`config.mk`:
```
export PLATFORM = sky130hd
export DESIGN_NAME = clock_divider_multi
export DESIGN_NICKNAME = d
export VERILOG_FILES = /design/src/rtl/clock_divider_pkg.sv /design/src/rtl/clock_divider_ch.sv /design/src/rtl/clock_divider_multi.sv
export SDC_FILE = /design/constraint.sdc
export NUM_CORES = 1
export LEC_CHECK = 0
export CELL_PAD_IN_SITES_DETAIL_PLACEMENT = 0
export CELL_PAD_IN_SITES_GLOBAL_PLACEMENT = 1
export CORE_MARGIN = 10
export CORE_UTILIZATION = 50
export CTS_BUF_LIST = sky130_fd_sc_hd__clkbuf_2 sky130_fd_sc_hd__clkbuf_4 sky130_fd_sc_hd__clkbuf_8
export DETAILED_ROUTE_END_ITERATION = 10
export MAX_ROUTING_LAYER = met4
export PLACE_DENSITY_LB_ADDON = 0.1
export REMOVE_ABC_BUFFERS = 1
export SETUP_SLACK_MARGIN = 0.4
export SYNTH_ARGS = -nofsm -noshare
export SYNTH_HDL_FRONTEND = slang
export SYNTH_HIERARCHICAL = 1
export SYNTH_SLANG_ARGS = --single-unit
```
`constraint.sdc`:
```
create_clock -name clk -period 16.32 [get_ports clk]
set_input_delay 3.264 -clock clk [delete_from_list [all_inputs] [get_ports clk]]
set_output_delay 3.264 -clock clk [all_outputs]
set_load 0.01 [all_outputs]
```
`src/rtl/clock_divider_pkg.sv`:
```
// Shared defaults and helpers for the multi-channel clock divider.
// A period of 0 is clamped to 1 so the wrap compare never underflows.
package clock_divider_pkg;

   localparam int unsigned DEF_CNT_W  = 32;
   localparam int unsigned DEF_PERIOD = 20_000_000;
   localparam int unsigned DEF_HIGH   = DEF_PERIOD / 2;

   function automatic logic [63:0] clamp_period(input logic [63:0] p);
      return (p == 64'd0) ? 64'd1 : p;
   endfunction

endpackage

```
`src/rtl/clock_divider_ch.sv`:
```
// One divider channel: counter, shadowed period/high-time, registered
// square wave and period-start tick.
module clock_divider_ch
   import clock_divider_pkg::*;
#(
   parameter int unsigned CNT_W          = DEF_CNT_W,
   parameter int unsigned DEFAULT_PERIOD = DEF_PERIOD,
   parameter int unsigned DEFAULT_HIGH   = DEF_HIGH
) (
   input  logic             clk,
   input  logic             rst_n,
   input  logic             en_i,
   input  logic             sync_i,
   input  logic [CNT_W-1:0] period_i,
   input  logic [CNT_W-1:0] high_i,
   output logic             div_o,
   output logic             tick_o
);

   localparam logic [CNT_W-1:0] ONE = CNT_W'(1);

   logic [CNT_W-1:0] cnt_q, cnt_d;
   logic [CNT_W-1:0] period_q, period_d;
   logic [CNT_W-1:0] high_q, high_d;
   logic [CNT_W-1:0] p_eff;
   logic             en_q, div_q, tick_q;
   logic             div_d, tick_d, wrap;

   assign p_eff = CNT_W'(clamp_period(64'(period_q)));
   assign wrap  = (cnt_q == (p_eff - ONE));

   always_comb begin
      cnt_d    = cnt_q;
      period_d = period_q;
      high_d   = high_q;
      // idle, start, sync and wrap all restart and take the new shadows
      if (!en_i || !en_q || sync_i || wrap) begin
         cnt_d    = '0;
         period_d = period_i;
         high_d   = high_i;
      end else begin
         cnt_d = cnt_q + ONE;
      end
      div_d  = en_i && (cnt_d < high_d);
      tick_d = en_i && (cnt_d == '0);
   end

   always_ff @(posedge clk or negedge rst_n) begin
      if (!rst_n) begin
         cnt_q    <= '0;
         period_q <= CNT_W'(DEFAULT_PERIOD);
         high_q   <= CNT_W'(DEFAULT_HIGH);
         en_q     <= 1'b0;
         div_q    <= 1'b0;
         tick_q   <= 1'b0;
      end else begin
         cnt_q    <= cnt_d;
         period_q <= period_d;
         high_q   <= high_d;
         en_q     <= en_i;
         div_q    <= div_d;
         tick_q   <= tick_d;
      end
   end

   assign div_o  = div_q;
   assign tick_o = tick_q;

endmodule

```
`src/rtl/clock_divider_multi.sv`:
```
// Multi-channel programmable clock divider; channels share only the
// sync restart.
module clock_divider_multi
   import clock_divider_pkg::*;
#(
   parameter int unsigned NUM_CH         = 4,
   parameter int unsigned CNT_W          = DEF_CNT_W,
   parameter int unsigned DEFAULT_PERIOD = DEF_PERIOD,
   parameter int unsigned DEFAULT_HIGH   = DEFAULT_PERIOD / 2
) (
   input  logic                    clk,
   input  logic                    rst_n,
   input  logic [NUM_CH-1:0]       en,
   input  logic [NUM_CH*CNT_W-1:0] period,
   input  logic [NUM_CH*CNT_W-1:0] high_cnt,
   input  logic                    sync,
   output logic [NUM_CH-1:0]       div_out,
   output logic [NUM_CH-1:0]       tick
);

   for (genvar g = 0; g < NUM_CH; g++) begin : g_ch
      clock_divider_ch #(
         .CNT_W          (CNT_W),
         .DEFAULT_PERIOD (DEFAULT_PERIOD),
         .DEFAULT_HIGH   (DEFAULT_HIGH)
      ) u_ch (
         .clk      (clk),
         .rst_n    (rst_n),
         .en_i     (en[g]),
         .sync_i   (sync),
         .period_i (period[g*CNT_W +: CNT_W]),
         .high_i   (high_cnt[g*CNT_W +: CNT_W]),
         .div_o    (div_out[g]),
         .tick_o   (tick[g])
      );
   end

endmodule
```
* Yosys cells after proc, flatten, opt, wreduce, memory -nomap -nowiden
Index checks and enable logic that the tools add are counted.
Operators by class: order comparisons 4, div/mod/pow operators 0, reductions and logical operators 36, mux-type cells 12, add/sub/neg operators 8, shifts and indexed selects 0, equal/unequal tests 4, bitwise logic cells 0, multiply operators 0
Operator list (number):
- $mux 32 | 12
- $logic_not 32->1 | 8
- $add 32x1->32 const B | 4
- $eq 32x32->1 | 4
- $lt 32x32->1 | 4
- $sub 32x1->32 const B | 4
- $logic_or 1x1->1 | 12
- $logic_and 1x1->1 | 8
- $logic_not 1->1 | 8
Word-level totals: input bits 263, memories kept 0, bits in latches 0, word-level logic and storage cells 88, bits in registers 396, output and inout port bits 8, memory bits (read-only) 0, RAM bits 0

* Logic depth before layout (Yosys ltp)
depth in word-level cells 8, mapped depth 28, gate-level depth less buffers 24

* By module
Netlist, hierarchy kept.
By module, submodules not included:
- clock_divider_ch (g_ch[0].u_ch ...) | area an instance 6982.9 um^2, sequential area each 2497.4 um^2, times used 3, cells an instance 700
- clock_divider_ch (g_ch[3].u_ch) | area an instance 6588.8 um^2, sequential area each 2497.4 um^2, times used 1, cells an instance 697

* Least setup slack after synthesis
OpenSTA, ideal clock, no wires.
path type input port to flip-flop, start input port sync, end register g_ch[0].u_ch.div_q, slack 10.106 ns, buffers on the path 1, required time 16.256 ns, cell stages on the path 14, library setup time 0.064 ns, arrival time 6.150 ns, cell sequence nand3b_1 nor2_4 buf_6 mux2i_1 ha_1 a21o_1 a21oi_1 a21boi_0 o21a_1 o41ai_1 a31oi_1 or4_1 o32ai_1 a21o_1
Between the ends: longest elaborated chain between the ends 5, elaborated cells between the ends (all ways) 6, those cells by class order compare: 1; mux: 2; reduce/logical: 3
RTL lines:
- from (decl) | RTL line clock_divider_multi.sv:16 | input logic sync,
- $logic_or 1x1->1 (*) (2 in a row) | RTL line clock_divider_ch.sv:37 | if (!en_i || !en_q || sync_i || wrap) begin
- $mux 32 | RTL line clock_divider_ch.sv:37
- $lt 32x32->1 (*) | RTL line clock_divider_ch.sv:44 | div_d = en_i && (cnt_d < high_d);
- $logic_and 1x1->1 (*) | RTL line clock_divider_ch.sv:44
- net g_ch[0].u_ch.div_d | RTL line clock_divider_ch.sv:27 | logic div_d, tick_d, wrap;
- to (signal assigned) | RTL line clock_divider_ch.sv:61 | div_q <= div_d;
- to (decl) | RTL line clock_divider_ch.sv:26 | logic en_q, div_q, tick_q;
Mark *: on every way through the listed nets, which the timed path passes. The rest lies on a longest branch. A chain may end at the register's enable or synchronous reset.

* Worst setup path after layout
start register g_ch[1].u_ch.period_q[15], end register g_ch[1].u_ch.div_q
Between the ends: longest elaborated chain between the ends 8, elaborated cells between the ends (all ways) 9, those cells by class add/sub: 1; order compare: 1; eq/ne: 1; mux: 3; reduce/logical: 3
RTL lines:
- from (decl) | RTL line clock_divider_ch.sv:23 | logic [CNT_W-1:0] period_q, period_d;
- from (signal assigned) | RTL line clock_divider_ch.sv:51 | period_q <= CNT_W'(DEFAULT_PERIOD);
- from (signal assigned) | RTL line clock_divider_ch.sv:58 | period_q <= period_d;
- $logic_not 32->1 | RTL line clock_divider_pkg.sv:10 | return (p == 64'd0) ? 64'd1 : p;
- $mux 32 (*) | RTL line clock_divider_pkg.sv:10
- $sub 32x1->32 (*) | RTL line clock_divider_ch.sv:30 | assign wrap = (cnt_q == (p_eff - ONE));
- $eq 32x32->1 (*) | RTL line clock_divider_ch.sv:30
- $logic_or 1x1->1 (*) | RTL line clock_divider_ch.sv:37
- $mux 32 | RTL line clock_divider_ch.sv:37
- $lt 32x32->1 (*) | RTL line clock_divider_ch.sv:44
- $logic_and 1x1->1 (*) | RTL line clock_divider_ch.sv:44
- net g_ch[1].u_ch.div_d | RTL line clock_divider_ch.sv:27
- to (signal assigned) | RTL line clock_divider_ch.sv:61
- to (decl) | RTL line clock_divider_ch.sv:26
Marks and branches as above.

==> flow_summary.ini <==
[timing]
fmax_mhz = 121
report.final.hold_viol_count = 0
tightest_slew_ps = 1140
min_period_ps = 8260
skew_ps = 30.2
fin_setup_tns_ps = 0
rsz0062_at_grt = no
finalSetupViolCount = 0
min_period_over_period = 0.506
final_max_slew_viol_count = 0
slew_headroom = 0.236

[finish]
layout_commonest_cell = dfrtp_1
regArea_mm2 = 0.00999
area_delta_synth_final_pct = 15.3
drive_gt1_frac = 0.0967
final_cell_area_mm2 = 0.0317
multiInputGateArea_mm2 = 0.0163
layout.cells.non_filler = 3721
most-common-layout-cells = 332 x dfrtp_1, 269 x clkdlybuf4s50_1, 221 x mux2_1
final_nets = 3360
fillCellCount = 4697
final_util = 0.586

[pwr]
p_sw_mw = 0.647
p_per_area_mw_per_mm2 = 75.8
finalPower_mw = 2.40
p_leak_nw = 12.6
pwr-share-seq = 0.459
p_int_mw = 1.76
swShare = 0.269
max-vdd-ir-drop_mv = 0.0588
clock_power_share = 0.414
power_frac_comb = 0.127

[yosys]
netlist_area_mm2 = 0.0275
synth_warnings = 6
yosysUniqueCellTypes = 78
async_flop_share = 1.00
synth.avg_cell_area_um2 = 9.85
synthCells = 2797
synth_edf_count = 0
ys_seq_area_frac = 0.363
ys_ff_latch = 396
ys.flop_type = dfrtp_1

[floorplan]
ioPinCount = 271
fp.coreArea_mm2 = 0.0541
initial_utilization = 0.509
dieHeight_um = 255
rows = 85
die_x_um = 255
dieArea_mm2 = 0.0649

[setup_path]
critPathTopFamily = simple AND/OR/NAND/NOR gates
critPathMostFrequentCell = or4_1
critPathKind = reg -> reg
cp_num_cells = 26
cp_slowest_stage_delay_ps = 770
crit_path_start_kind = flip-flop
crit_start = g_ch[1].u_ch/period_q[15]
crit_slowest_cell = o2111a_2
crit_path_end_kind = flip-flop
rr_endpoint = g_ch[1].u_ch/div_o
arrival_ps = 8840
cp_num_buf_inv = 2
r2r_slack_ps = 8060
worst-path-max-fanout = 53
setup.worst_path.end = g_ch[1].u_ch/div_o
ff2ff_path_depth = 26
required_ps = 16900
rr_startpoint = g_ch[1].u_ch/period_q[15]

[placement]
placedCellCount = 3588
place_area_mm2 = 0.0302
dp_hpwl_um = 61100
globalplace.congestion = 0.935
io_buffer_count = 270

[cts]
numCtsBuffers = 71
cts_resized = 0
cts_tree = done
cts_htree_levels = 3
clkTransAtPathRegs_ps = 60
post_cts_buffers = 0
max-clock-path-buffers = 3
hold_buffers = 0
clock_latency_ps = 660
cts-root-buf = clkbuf_8
clock_sinks = 396

[grt]
grt_antenna_before_repair = 5
grt_max_degree = 159
track_usage = 0.250
grt-ovfl-total = 0
grt_pass1_wl_um = 126000
grt_pass1_vias = 23091

[detailed_routing]
dr.first_iter.drc_count = 1475
vias = 22495
drt_pass1_iterations = 5
met1_length_um = 34700
met2_length_um = 37700
via_per_inst = 6.05
wl_met3_um = 4620
wirelength_um = 79300
routed.top_layer = met4
drc = 0
wire_per_inst_um = 21.3
ant_nets = 0

[min_path]
hold_class = reg -> reg
hold_start = g_ch[3].u_ch/high_q[0]

[outcome]
status = complete, no violations

[job]
maxCapViolCount = 0
worst min-delay path by stage:
stage	endpoint	depth (start not counted)
after floorplan	g_ch[3].u_ch/high_q[0]	1
after global placement	g_ch[3].u_ch/high_q[0]	1
after detailed placement	g_ch[3].u_ch/high_q[0]	1
after CTS	g_ch[3].u_ch/high_q[0]	1
after global routing	g_ch[1].u_ch/high_q[14]	1
final	g_ch[3].u_ch/high_q[0]	1
cell usage after synthesis (30+ instances only):
master,n,area share
nand3_1,105,0.019
clkbuf_1,115,0.016
a21o_1,30,0.0082
nor3_1,167,0.030
and3_1,52,0.012
xnor2_1,204,0.065
nand2_1,115,0.016
dfrtp_1,332,0.30
o21ai_0,61,0.011
inv_1,39,0.0053
a21oi_1,53,0.0096
mux2i_1,127,0.046
mux2_1,221,0.090
nand4_1,97,0.022
ha_1,132,0.060
nor4_1,57,0.013
a31oi_1,30,0.0068
xor2_1,108,0.034
buf_6,32,0.013
dfstp_2,64,0.061
nor2_1,181,0.025
routing by layer:
layer,vias to the layer above,global-route usage
li1,10617,-
met3,171,0.0504
met5,-,-
met1,11019,0.309
met2,688,0.405
met4,0,0.0801
power groups by stage:
| stage | clock [mW] | sequential (mW) | combinational, mW |
|---|---|---|---|
| after floorplan | 0 | 1.10 | 0.171 |
| after global placement | 0 | 1.12 | 0.300 |
| after detailed placement | 0 | 1.12 | 0.307 |
| after CTS | 1.03 | 1.10 | 0.309 |
| after global routing | 1.07 | 1.11 | 0.338 |
| final | 0.995 | 1.10 | 0.307 |
worst register-to-register path, cell delays in order, from the launching register on:
cell and delay, ps:
dfrtp_1 470, or4_1 730, or4_1 610, nor3_2 300, nor2_1 80, ha_1 320, a22oi_1 160, o221ai_1 130
nor4_1 310, nand4_1 160, nand2b_1 170, nor4b_1 470, o2111a_2 770, nor2_4 250, buf_4 350, buf_4 390
mux2i_1 210, ha_1 330, a21o_1 190, a21oi_1 130, a21boi_0 100, o21a_1 170, o41ai_1 270, a31oi_1 210
or4_1 540, o32ai_1 230, or2_1 130
cell families (layout without fill, tap and decap cells):
group	Yosys count	count (layout)	share of synthesized area
AND/OR/NAND/NOR	1005	1005	0.205
multiplexers	356	356	0.140
flip-flops	396	396	0.363
AO/OA/AOI/OAI	340	340	0.0871
XOR/XNOR	312	312	0.0992
buffers and inverters	256	479	0.0462
adder cells (fa/ha/maj)	132	132	0.0600
other	0	5	0
metrics by stage:
| stage | worst slack, ps | hold slack, ps |
|---|---|---|
| 2_1_floorplan | 6190 | 459 |
| 3_3_place_gp | 7700 | 471 |
| 3_5_place_dp | 7440 | 475 |
| 4_1_cts | 8070 | 488 |
| 5_1_grt | 7470 | 502 |
| 6_report | 8060 | 484 |
sequential cells by signal, summed over array words and instances, names as in the netlist:
register            flops
g_ch.u_ch/high_q      128
g_ch.u_ch/en_q          4
g_ch.u_ch/tick_o        4
g_ch.u_ch/div_o         4
g_ch.u_ch/cnt_q       128
g_ch.u_ch/period_q    128
final cells by class:
cell class | instances | area share
clock buffer | 114 | 0.0441
sequential | 396 | 0.315
inverter | 68 | 0.00804
tap | 696 | 0.0274
timing repair buffer | 283 | 0.0888
antenna | 5 | 0.000394
clock inverter | 14 | 0.00331
multi-input combinational | 2145 | 0.513
(Power assumes the default switching activity.)
